## src/rtl/uart_tx_fifo.sv

```systemverilog
// rtl/uart_tx_fifo.sv - byte FIFO and tick-aligned launch controller ahead of an 8N1 transmitter
//
// Purpose:
//   Buffers host bytes in a circular register array and hands the head byte to
//   the serial transmitter. A launch is only ever issued on a uart_tick cycle,
//   which lets the next frame start exactly at the end of the stop bit.
//
// Ports:
//   clock        in   rising-edge clock
//   reset_n      in   asynchronous active-low reset
//   uart_tick    in   one-cycle baud tick shared with the transmitter
//   wr_en        in   push wr_data (dropped when full)
//   wr_data      in   byte to enqueue
//   enable       in   1 = launch queued bytes, 0 = hold queue
//   flush        in   synchronous queue clear
//   ovf_clear    in   clear sticky overflow
//   tx_ready     in   transmitter idle or in stop bit
//   tx_start     out  launch pulse to transmitter
//   tx_data      out  head byte (first-word-fall-through)
//   full         out  count == depth
//   almost_full  out  count >= AFULL_LEVEL
//   empty        out  count == 0
//   count        out  entries held
//   overflow     out  sticky: a push was dropped

module uart_tx_fifo #(
  parameter int ADDR_WIDTH  = 4,
  parameter int AFULL_LEVEL = 12
) (
  input  logic                  clock,
  input  logic                  reset_n,
  input  logic                  uart_tick,
  input  logic                  wr_en,
  input  logic [7:0]            wr_data,
  input  logic                  enable,
  input  logic                  flush,
  input  logic                  ovf_clear,
  input  logic                  tx_ready,
  output logic                  tx_start,
  output logic [7:0]            tx_data,
  output logic                  full,
  output logic                  almost_full,
  output logic                  empty,
  output logic [ADDR_WIDTH:0]   count,
  output logic                  overflow
);

  localparam int DEPTH = 1 << ADDR_WIDTH;
  localparam logic [ADDR_WIDTH:0] AFULL_CNT = (ADDR_WIDTH + 1)'(AFULL_LEVEL);
  localparam logic [ADDR_WIDTH:0] PTR_ONE   = (ADDR_WIDTH + 1)'(1);

  logic [7:0]          mem [DEPTH];
  logic [ADDR_WIDTH:0] wr_ptr;
  logic [ADDR_WIDTH:0] rd_ptr;
  logic                push;
  logic                pop;
  logic                drop;

  // Pointers carry one extra wrap bit: equal pointers mean empty, pointers
  // differing only in the wrap bit mean full.
  assign count       = wr_ptr - rd_ptr;
  assign empty       = (wr_ptr == rd_ptr);
  assign full        = (wr_ptr[ADDR_WIDTH] != rd_ptr[ADDR_WIDTH]) &&
                       (wr_ptr[ADDR_WIDTH-1:0] == rd_ptr[ADDR_WIDTH-1:0]);
  assign almost_full = (count >= AFULL_CNT);

  assign tx_data = mem[rd_ptr[ADDR_WIDTH-1:0]];

  // Launch is combinational on uart_tick so the transmitter can register the
  // byte on the very tick that ends the previous stop bit.
  assign tx_start = uart_tick & tx_ready & ~empty & enable & ~flush;

  // full/empty come from pre-edge state, so a push while full is dropped even
  // if a pop happens in the same cycle.
  assign push = wr_en & ~full & ~flush;
  assign pop  = tx_start;
  assign drop = wr_en & full & ~flush;

  always_ff @(posedge clock or negedge reset_n) begin
    if (!reset_n) begin
      wr_ptr   <= '0;
      rd_ptr   <= '0;
      overflow <= 1'b0;
    end else begin
      if (flush) begin
        wr_ptr <= '0;
        rd_ptr <= '0;
      end else begin
        if (push) wr_ptr <= wr_ptr + PTR_ONE;
        if (pop)  rd_ptr <= rd_ptr + PTR_ONE;
      end
      // A drop in the same cycle as ovf_clear keeps the flag set.
      if (drop) begin
        overflow <= 1'b1;
      end else if (ovf_clear) begin
        overflow <= 1'b0;
      end
    end
  end

  // Storage is deliberately not reset.
  always_ff @(posedge clock) begin
    if (push) mem[wr_ptr[ADDR_WIDTH-1:0]] <= wr_data;
  end

endmodule
```

## config.mk

```make
export PLATFORM = sky130hd
export DESIGN_NAME = uart_tx_fifo
export DESIGN_NICKNAME = d
export VERILOG_FILES = /design/src/rtl/uart_tx_fifo.sv
export SDC_FILE = /design/constraint.sdc
export NUM_CORES = 1
export LEC_CHECK = 0
export CAP_MARGIN = 20
export CORE_MARGIN = 2
export CORE_UTILIZATION = 30
export DETAILED_ROUTE_END_ITERATION = 7
export GPL_ROUTABILITY_DRIVEN = 0
export RECOVER_POWER = 25
export SYNTH_ARGS = -nofsm -noshare
export SYNTH_HDL_FRONTEND = slang
export SYNTH_SLANG_ARGS = --single-unit
```

## constraint.sdc

```tcl
create_clock -name clock -period 3.6 [get_ports clock]
set_input_delay 0.54 -clock clock [delete_from_list [all_inputs] [get_ports clock]]
set_output_delay 0.54 -clock clock [all_outputs]
set_load 0.1 [all_outputs]
```

==> results of run 1 <==
-- cells in the final DEF, fill, tap and decap left out, drive strengths merged, types with 4 or more instances in the layout --
| cell | n |
|---|---|
| a21oi | 4 |
| a22oi | 8 |
| a32oi | 8 |
| buf | 32 |
| clkbuf | 18 |
| clkdlybuf4s50 | 10 |
| clkinv | 5 |
| dfrtp | 11 |
| dlygate4sd3 | 6 |
| edfxtp | 128 |
| ha | 9 |
| inv | 14 |
| mux2i | 26 |
| mux4 | 24 |
| nand2 | 5 |
| nor2 | 25 |
| nor3 | 5 |
| o21ai | 11 |
| xnor2 | 7 |
| xor2 | 4 |
-- sequential cells by signal, indices dropped and copies added, names as in the netlist --
register	cells
wr_ptr	5
overflow	1
rd_ptr	5
mem	128
-- final timing paths --
| kind | start | endpoint | slack [ns] | depth (start not counted) |
|---|---|---|---|---|
| max | rd_ptr[1] | almost_full | 0.51 | 7 |
| min | reset_n | overflow | 0.53 | 1 |
| max reg2reg | rd_ptr[2] | mem[11][6] | 0.79 | 6 |
| min reg2reg | overflow | overflow | 0.56 | 2 |
| max in group asynchronous | reset_n | rd_ptr[0] | 2.70 | 1 |
| min in group clock | overflow | overflow | 0.56 | 2 |
-- area by class of cell --
cell class | instances | area [sq um] | share of cell area
Clock buffer | 18 | 429 | 0.0594
Multi-Input combinational cell | 160 | 1580 | 0.218
Inverter | 11 | 41.3 | 0.00571
Timing Repair Buffer | 48 | 563 | 0.0779
Clock inverter | 14 | 169 | 0.0234
Sequential cell | 139 | 4120 | 0.570
Tap cell | 265 | 332 | 0.0459
-- power groups by stage --
stage / clock [uW] / sequential [uW] / combinational, uW
4_1_cts: 1760 / 1790 / 348
3_5_place_dp: 0 / 1820 / 347
3_3_place_gp: 0 / 1820 / 344
2_1_floorplan: 0 / 1820 / 224
5_1_grt: 1830 / 1790 / 362
6_report: 1730 / 1790 / 342
-- cells by family after synthesis --
kind of cell,Yosys count,synth area share
flops,139,0.706
mux,50,0.139
simple gates,49,0.0390
compound gates,40,0.0478
buf+inv,25,0.0264
xor+xnor,11,0.0191
fa+ha+maj,10,0.0227
-- metal layers --
layer,up-vias,part of all wire,routed length (microns)
li1,1402,-,-
met1,1493,0.47,5360
met2,44,0.48,5410
met3,15,0.032,364
met4,0,0.017,198
met5,-,0,0
-- stage by stage --
stage	std cells	utilization	instance area (sq um)
2_1_floorplan	324	-	5850
3_3_place_gp	623	0.344	6630
3_5_place_dp	623	0.344	6630
4_1_cts	655	0.375	7230
5_1_grt	655	0.375	7230
6_report	655	0.375	7230
-- cells in the mapped netlist (all sizes together) --
| library cell | instances | area, sq um |
|---|---|---|
| a22oi | 8 | 60.1 |
| nor3b | 1 | 7.51 |
| and2 | 2 | 12.5 |
| or3 | 1 | 6.26 |
| edfxtp | 128 | 3840 |
| and3 | 2 | 12.5 |
| o32ai | 1 | 8.76 |
| ha | 9 | 113 |
| dfrtp | 11 | 275 |
| a32oi | 8 | 70.1 |
| buf | 9 | 92.6 |
| nand2b | 3 | 18.8 |
| mux2i | 26 | 260 |
| o2111ai | 1 | 8.76 |
| a21oi | 4 | 20.0 |
| and4 | 1 | 8.76 |
| nand3 | 1 | 5.00 |
| xor2 | 4 | 42.6 |
| inv | 11 | 41.3 |
| o2111a | 1 | 11.3 |
| a21boi | 1 | 7.51 |
| nor2 | 25 | 93.8 |
| xnor2 | 7 | 68.8 |
| clkbuf | 5 | 20.0 |
| nand2 | 5 | 18.8 |
| o31ai | 1 | 7.51 |
| nand4 | 1 | 6.26 |
| nor2b | 2 | 12.5 |
| mux4 | 24 | 552 |
| o21ai | 11 | 55.1 |
| fa | 1 | 20.0 |
| nor3 | 5 | 25.0 |
| a21o | 1 | 7.51 |
| o211ai | 3 | 22.5 |
==> impl_metrics.env, run 1 <==
export IMPL_status="complete, no violations"
export IMPL_slew_headroom=0.356
export IMPL_fmaxAchievable_mhz=324
export IMPL_start_util=0.303
export IMPL_cts_tree="done"
export IMPL_wirelength_mm=11.3
export IMPL_comb_power_share=0.089
export IMPL_clk_latency_ns=0.41
export IMPL_wl_per_cell_microns=17.3
export IMPL_p_int_uw=2980
export IMPL_grt_pass1_wl_mm=17.6
export IMPL_grt_pass1_vias=3021
export IMPL_critPathMaxStageDelay_ns=0.43
export IMPL_synth_cells=324
export IMPL_dieHeight_microns=143
export IMPL_dr_pass1_iters=4
export IMPL_clockBufferDepth=2
export IMPL_maxCapViolCount=0
export IMPL_ant_nets=0
export IMPL_cp_max_fo=10
export IMPL_p_sw_frac=0.227
export IMPL_arrival_ns=2.55
export IMPL_post_route_drc_count=0
export IMPL_crit_path_cell_trace="inv_1 > ha_1 > nor2b_1 > o21ai_0 > a21boi_0 > o31ai_2 > buf_12"
export IMPL_layout_drive_gt1_share=0.228
export IMPL_crit_family="compound AO/OA/AOI/OAI gates"
export IMPL_antenna_found_initial=0
export IMPL_setup_ws_ns=0.515
export IMPL_skew_ns=0.00678
export IMPL_pwr_share_seq=0.463
export IMPL_setup_worst_path_start_class="flip-flop"
export IMPL_yosysWarnings=0
export IMPL_postSynthAreaPerCell_sq_um=18.0
export IMPL_top_usage_layer="met2"
export IMPL_grt_util_met1=0.161
export IMPL_vias=2954
export IMPL_cts_sinks=139
export IMPL_use_met2=0.184
export IMPL_period_share=0.857
export IMPL_powerDensity_mw_per_mm2=534
export IMPL_overflow=0
export IMPL_ctsHoldBuffers=0
export IMPL_setup_tns_ns=0
export IMPL_ys_types=43
export IMPL_slowest_stage="dfrtp_1"
export IMPL_fp_dieArea_sq_mm=0.0206
export IMPL_core_sq_mm=0.0193
export IMPL_whs_ns=0.532
export IMPL_crit_required_ns=3.06
export IMPL_port_buffers=33
export IMPL_hold_path_class="in -> async"
export IMPL_drt_iter0_drc=217
export IMPL_row_count=51
export IMPL_cts_setup_buffers=0
export IMPL_synth_seq_area_share=0.706
export IMPL_grt_use_total=0.119
export IMPL_dp_hpwl_mm=7.88
export IMPL_n_fill_cell=1799
export IMPL_power_uw=3860
export IMPL_rsz0062_at_grt="no"
export IMPL_vias_per_cell=4.51
export IMPL_critPathBufInv=2
export IMPL_ios=34
export IMPL_ir_drop_mv=0.353
export IMPL_synth_area_sq_mm=0.00584
export IMPL_clkPwrFrac=0.448
export IMPL_power_leakage_uw=0.00240
export IMPL_area_growth_pct=23.9
export IMPL_syn_nets=350
export IMPL_clk_pin_slew_ns=0.06
export IMPL_hold_viol=0
export IMPL_min_period_ns=3.09
export IMPL_cts_buffers=17
export IMPL_grtUsageMet3=0.0290
export IMPL_slew_violations=0
export IMPL_ys_seq_elements=139
export IMPL_cts_resized=0
export IMPL_htree_levels=4
export IMPL_die_x_microns=143
export IMPL_p_sw_uw=878
export IMPL_setup_worst_path_class="reg -> out"
export IMPL_grt_max_degree=43
export IMPL_setup_violations=0
export IMPL_antenna_cells=0
export IMPL_cp_end_kind="output port"
export IMPL_cts_root_buf="clkbuf_16"
export IMPL_worst_slew_pin_slew_ns=0.963
export IMPL_nNetsFinal=403
export IMPL_place_ws_ns=0.710
Power figures use the tool's default switching activity.
==> inputs of run 2 (changes only) <==
GPL_TIMING_DRIVEN = 1   (was default)
SKIP_CTS_REPAIR_TIMING = 1   (was default)
==> results of run 2 <==
Final layout, timing and power as in run 1 (identical DEF).
==> edit 1: new RTL, flow settings as in run 1 <==
The parameter `ADDR_WIDTH` goes from 4 to 3.
--- a/src/rtl/uart_tx_fifo.sv
+++ b/src/rtl/uart_tx_fifo.sv
@@ -25,5 +25,5 @@
 
 module uart_tx_fifo #(
-  parameter int ADDR_WIDTH  = 4,
+  parameter int ADDR_WIDTH  = 3,
   parameter int AFULL_LEVEL = 12
 ) (
Interface: changed (resized count); port bits go from 34 to 33. No check against the original RTL was run, so the function may have changed too.
==> edit 1 against run 1 <==
Final cell count fell by 43%. Worst setup slack improved by 350 ps. Routed wire length fell by 46%. Synthesized area fell by 46%. Total power fell by 50%. Register-to-register slack improved by 410 ps. Sequential cell count fell by 66. Global-route usage rose by 0.20 points. Cell area fell by 46%. Highest routed layer unchanged.
==> edit 1: results (changes against run 1) <==
status finished clean; worst flop-to-flop path endpoint mem[2][5]; Synth Area in Adders 2.644% (+0.37 points); setup slack, reg-to-reg 1200 ps (+410 ps); Compound-Gate Fraction of Synth Area 2.684% (-2.1 points); layout cell share with drive strength beyond 1 29.17% (+6.3 points); max reg flops 64 (-50%); R2R depth 7 (+1); Hold Worst Slack 524.3 ps (-8.136 ps); via-per-instance ratio 4.426 (-1.9%); sequential fraction of the synthesis area 68.75% (-1.8 points); pin count of the biggest net entering global routing 21 (-51%); met2 wire len 2942 um (-46%); initial DRC count 62 (-71%); Worst VDD drop 0.0001950 V (-45%); vias in the first global route 1,764 (-42%); TritonCTS buffer count 9 (-8); worst r2r src wr_ptr[0]; P_seq 937 uW (-48%); pwr dens 490.1 mW/mm2 (-8.1%); Max H-tree Level 3 (-1); global-route wire length before repair 9908 um (-44%); CP Max Fanout 6 (-4); met3 global-route usage 2.882% (-0.017 points); Nets 257 (-36%); Synth Net Count 208 (-41%); Gate power share 11.1% (+2.2 points); switching portion of total power 23.97% (+1.2 points); Final Skew 4.663 ps (-2.112 ps); Post-Route M1 WL 2896 um (-46%); gr usage total 12.12% (+0.20 points); post-DP HPWL 4011 um (-49%); leakage 0.001387 uW (-42%)
==> edit 1: metrics by stage <==
step | cell area (um2) | setup slack, ps | cells
2_1_floorplan | 3123 | 171.6 | 186
3_3_place_gp | 3665 | 1212 | 360
3_5_place_dp | 3665 | 1204 | 360
4_1_cts | 3908 | 862.0 | 376
5_1_grt | 3908 | 689.8 | 376
6_report | 3908 | 868.5 | 376
==> edit 1: logic make-up after synthesis <==
group                    after synthesis
buffers and inverters                 15
flip-flops                            73
AO/OA/AOI/OAI                         11
multiplexers                          19
XOR/XNOR                              10
AND/OR/NAND/NOR                       52
adder cells (fa/ha/maj)                6
==> edit 1: final cells by class <==
cell class / instances / area [um2]
multi-input combinational: 98 / 918.4
inverter: 9 / 33.78
tap: 136 / 170.2
fill: 955 / 6324
timing repair buffer: 44 / 395.4
sequential: 73 / 2147
clock buffer: 10 / 127.6
clock inverter: 6 / 115.1
==> edit 1: tightest hold or removal path, stage by stage (launching register included) <==
cell,delay (ps)
dfrtp_1,380
inv_1,50
o21ai_0,60
==> edit 2: new RTL, settings of run 1 <==
Without the edit above. Put a register stage on the output `count`, without a reset. The value now appears one clock later. The other outputs are not delayed to match.
--- a/src/rtl/uart_tx_fifo.sv
+++ b/src/rtl/uart_tx_fifo.sv
@@ -50,4 +50,6 @@
   localparam logic [ADDR_WIDTH:0] PTR_ONE   = (ADDR_WIDTH + 1)'(1);
 
+  logic [ADDR_WIDTH:0] count_d;
+
   logic [7:0]          mem [DEPTH];
   logic [ADDR_WIDTH:0] wr_ptr;
@@ -59,9 +61,9 @@
   // Pointers carry one extra wrap bit: equal pointers mean empty, pointers
   // differing only in the wrap bit mean full.
-  assign count       = wr_ptr - rd_ptr;
+  assign count_d     = wr_ptr - rd_ptr;
   assign empty       = (wr_ptr == rd_ptr);
   assign full        = (wr_ptr[ADDR_WIDTH] != rd_ptr[ADDR_WIDTH]) &&
                        (wr_ptr[ADDR_WIDTH-1:0] == rd_ptr[ADDR_WIDTH-1:0]);
-  assign almost_full = (count >= AFULL_CNT);
+  assign almost_full = (count_d >= AFULL_CNT);
 
   assign tx_data = mem[rd_ptr[ADDR_WIDTH-1:0]];
@@ -104,3 +106,7 @@
   end
 
+  always_ff @(posedge clock) begin
+    count <= count_d;
+  end
+
 endmodule
Check against the original RTL: not equivalent (Yosys sat finds a counterexample within 4 cycles, from zero or initial values and one cycle with reset_n low).
==> edit 2 against run 1 <==
Cell area up 1.1%. Sequential cell count up 5. Register-to-register slack better by 140 ps. Worst setup slack worse by 32 ps. Total power down 1.4%. Routed wire length up 6.3%. Synthesized area up 1.7%. Count of clock-buffer cells in the layout up 1. Fmax down 1.0%. Critical path type unchanged. Critical endpoint is now tx_start. Largest cell class unchanged.
==> edit 2: results (changes against run 1) <==
R2R depth 7 (+1); Seq/total area 57.72% (+0.73 points); Clock buf/inv share 7.461% (-0.81 points); Critical Path Sink tx_start; Cells after Synth 329 (+1.5%); synth cell count leaders edfxtp_1, mux2i_1, nor2_1; clkbuf count 19 (+1); CP Max Fanout 12 (+2); worst flop-to-flop path endpoint mem[3][6]; critical path arrival 2580 ps (+30 ps); vias in the first global route 3,216 (+6.5%); setup slack, reg-to-reg 930 ps (+140 ps); # fillers 1,792 (-0.39%); dpl cell area 0.006766 mm2 (+2.0%); status finished clean; Post-synth ARST share 7.639% (-0.27 points); Yosys cell types 44 (+2.3%); multi-input combinational area share 21.54% (-0.25 points); post-DP HPWL 8147 um (+3.3%); CTS sink count 144 (+3.6%); fmax 0.3208 GHz (-1.0%); Top Family by Delay on Critical Path simple AND/OR/NAND/NOR gates; post-synthesis area per instance 18.04 um2 (+0.17%); detail-routed net length per standard cell 18.18 um (+5.0%); Synth Net Count 355 (+1.4%); leakage 0.002426 uW (+1.1%); Final Skew 7.453 ps (+0.6773 ps); Cells after DPL 631 (+1.3%); crit path launch rd_ptr[3]; Worst VDD drop 0.0003631 V (+3.0%); Buffers, non-clock 51 (+6.3%); Vias 3,057 (+3.5%); Hold Worst Slack 543.8 ps (+11.37 ps); largest cells by area after synthesis edfxtp_1, mux4_2, dfrtp_1, mux2i_1, ha_1; FF+latch area 0.004220 mm2 (+2.4%); initial DRC count 296 (+36%); sequential fraction of the synthesis area 71.08% (+0.50 points); global-route wire length before repair 18,850 um (+7.1%); Nets 411 (+2.0%); buffering overhead 8.179% (+0.39 points); pin count of the biggest net entering global routing 33 (-23%); via-per-instance ratio 4.611 (+2.2%); layout cell share with drive strength beyond 1 21.36% (-1.5 points); Slew @ Worst Pin 967.9 ps (+4.732 ps); dpl ws 910.2 ps (+200.0 ps); gr usage total 12.60% (+0.68 points)
==> edit 2: cell types whose count changed after synthesis <==
| cell | delta |
|---|---|
| dfxtp_1 | +5 |
==> edit 2: layer usage <==
metal	GRT usage [%]	vias up	wire length, um
met5	0	-	0
met1	16.30	1571	5552
li1	-	1416	-
met2	20.48	53	5982
met3	2.962	17	335
met4	5.212	0	182
==> edit 2: report_power, final <==
group	total (uW)	internal [uW]	switching, uW
Sequential	1850	1840	11.6
Clock	1610	948	666
Combinational	340	113	227
Total	3800	2900	904
==> edit 2: cell families (layout without fill, tap and decap cells) <==
| family | after synthesis | count (layout) | synth area share [%] |
|---|---|---|---|
| DFF | 144 | 144 | 71.08 |
| muxes | 50 | 50 | 13.68 |
| and+or+nand+nor | 49 | 49 | 3.836 |
| AOI/OAI and AO/OA | 40 | 40 | 4.701 |
| buffers and inverters | 25 | 94 | 2.592 |
| xor gates and xnor gates | 11 | 11 | 1.876 |
| adders and majority gates | 10 | 10 | 2.234 |
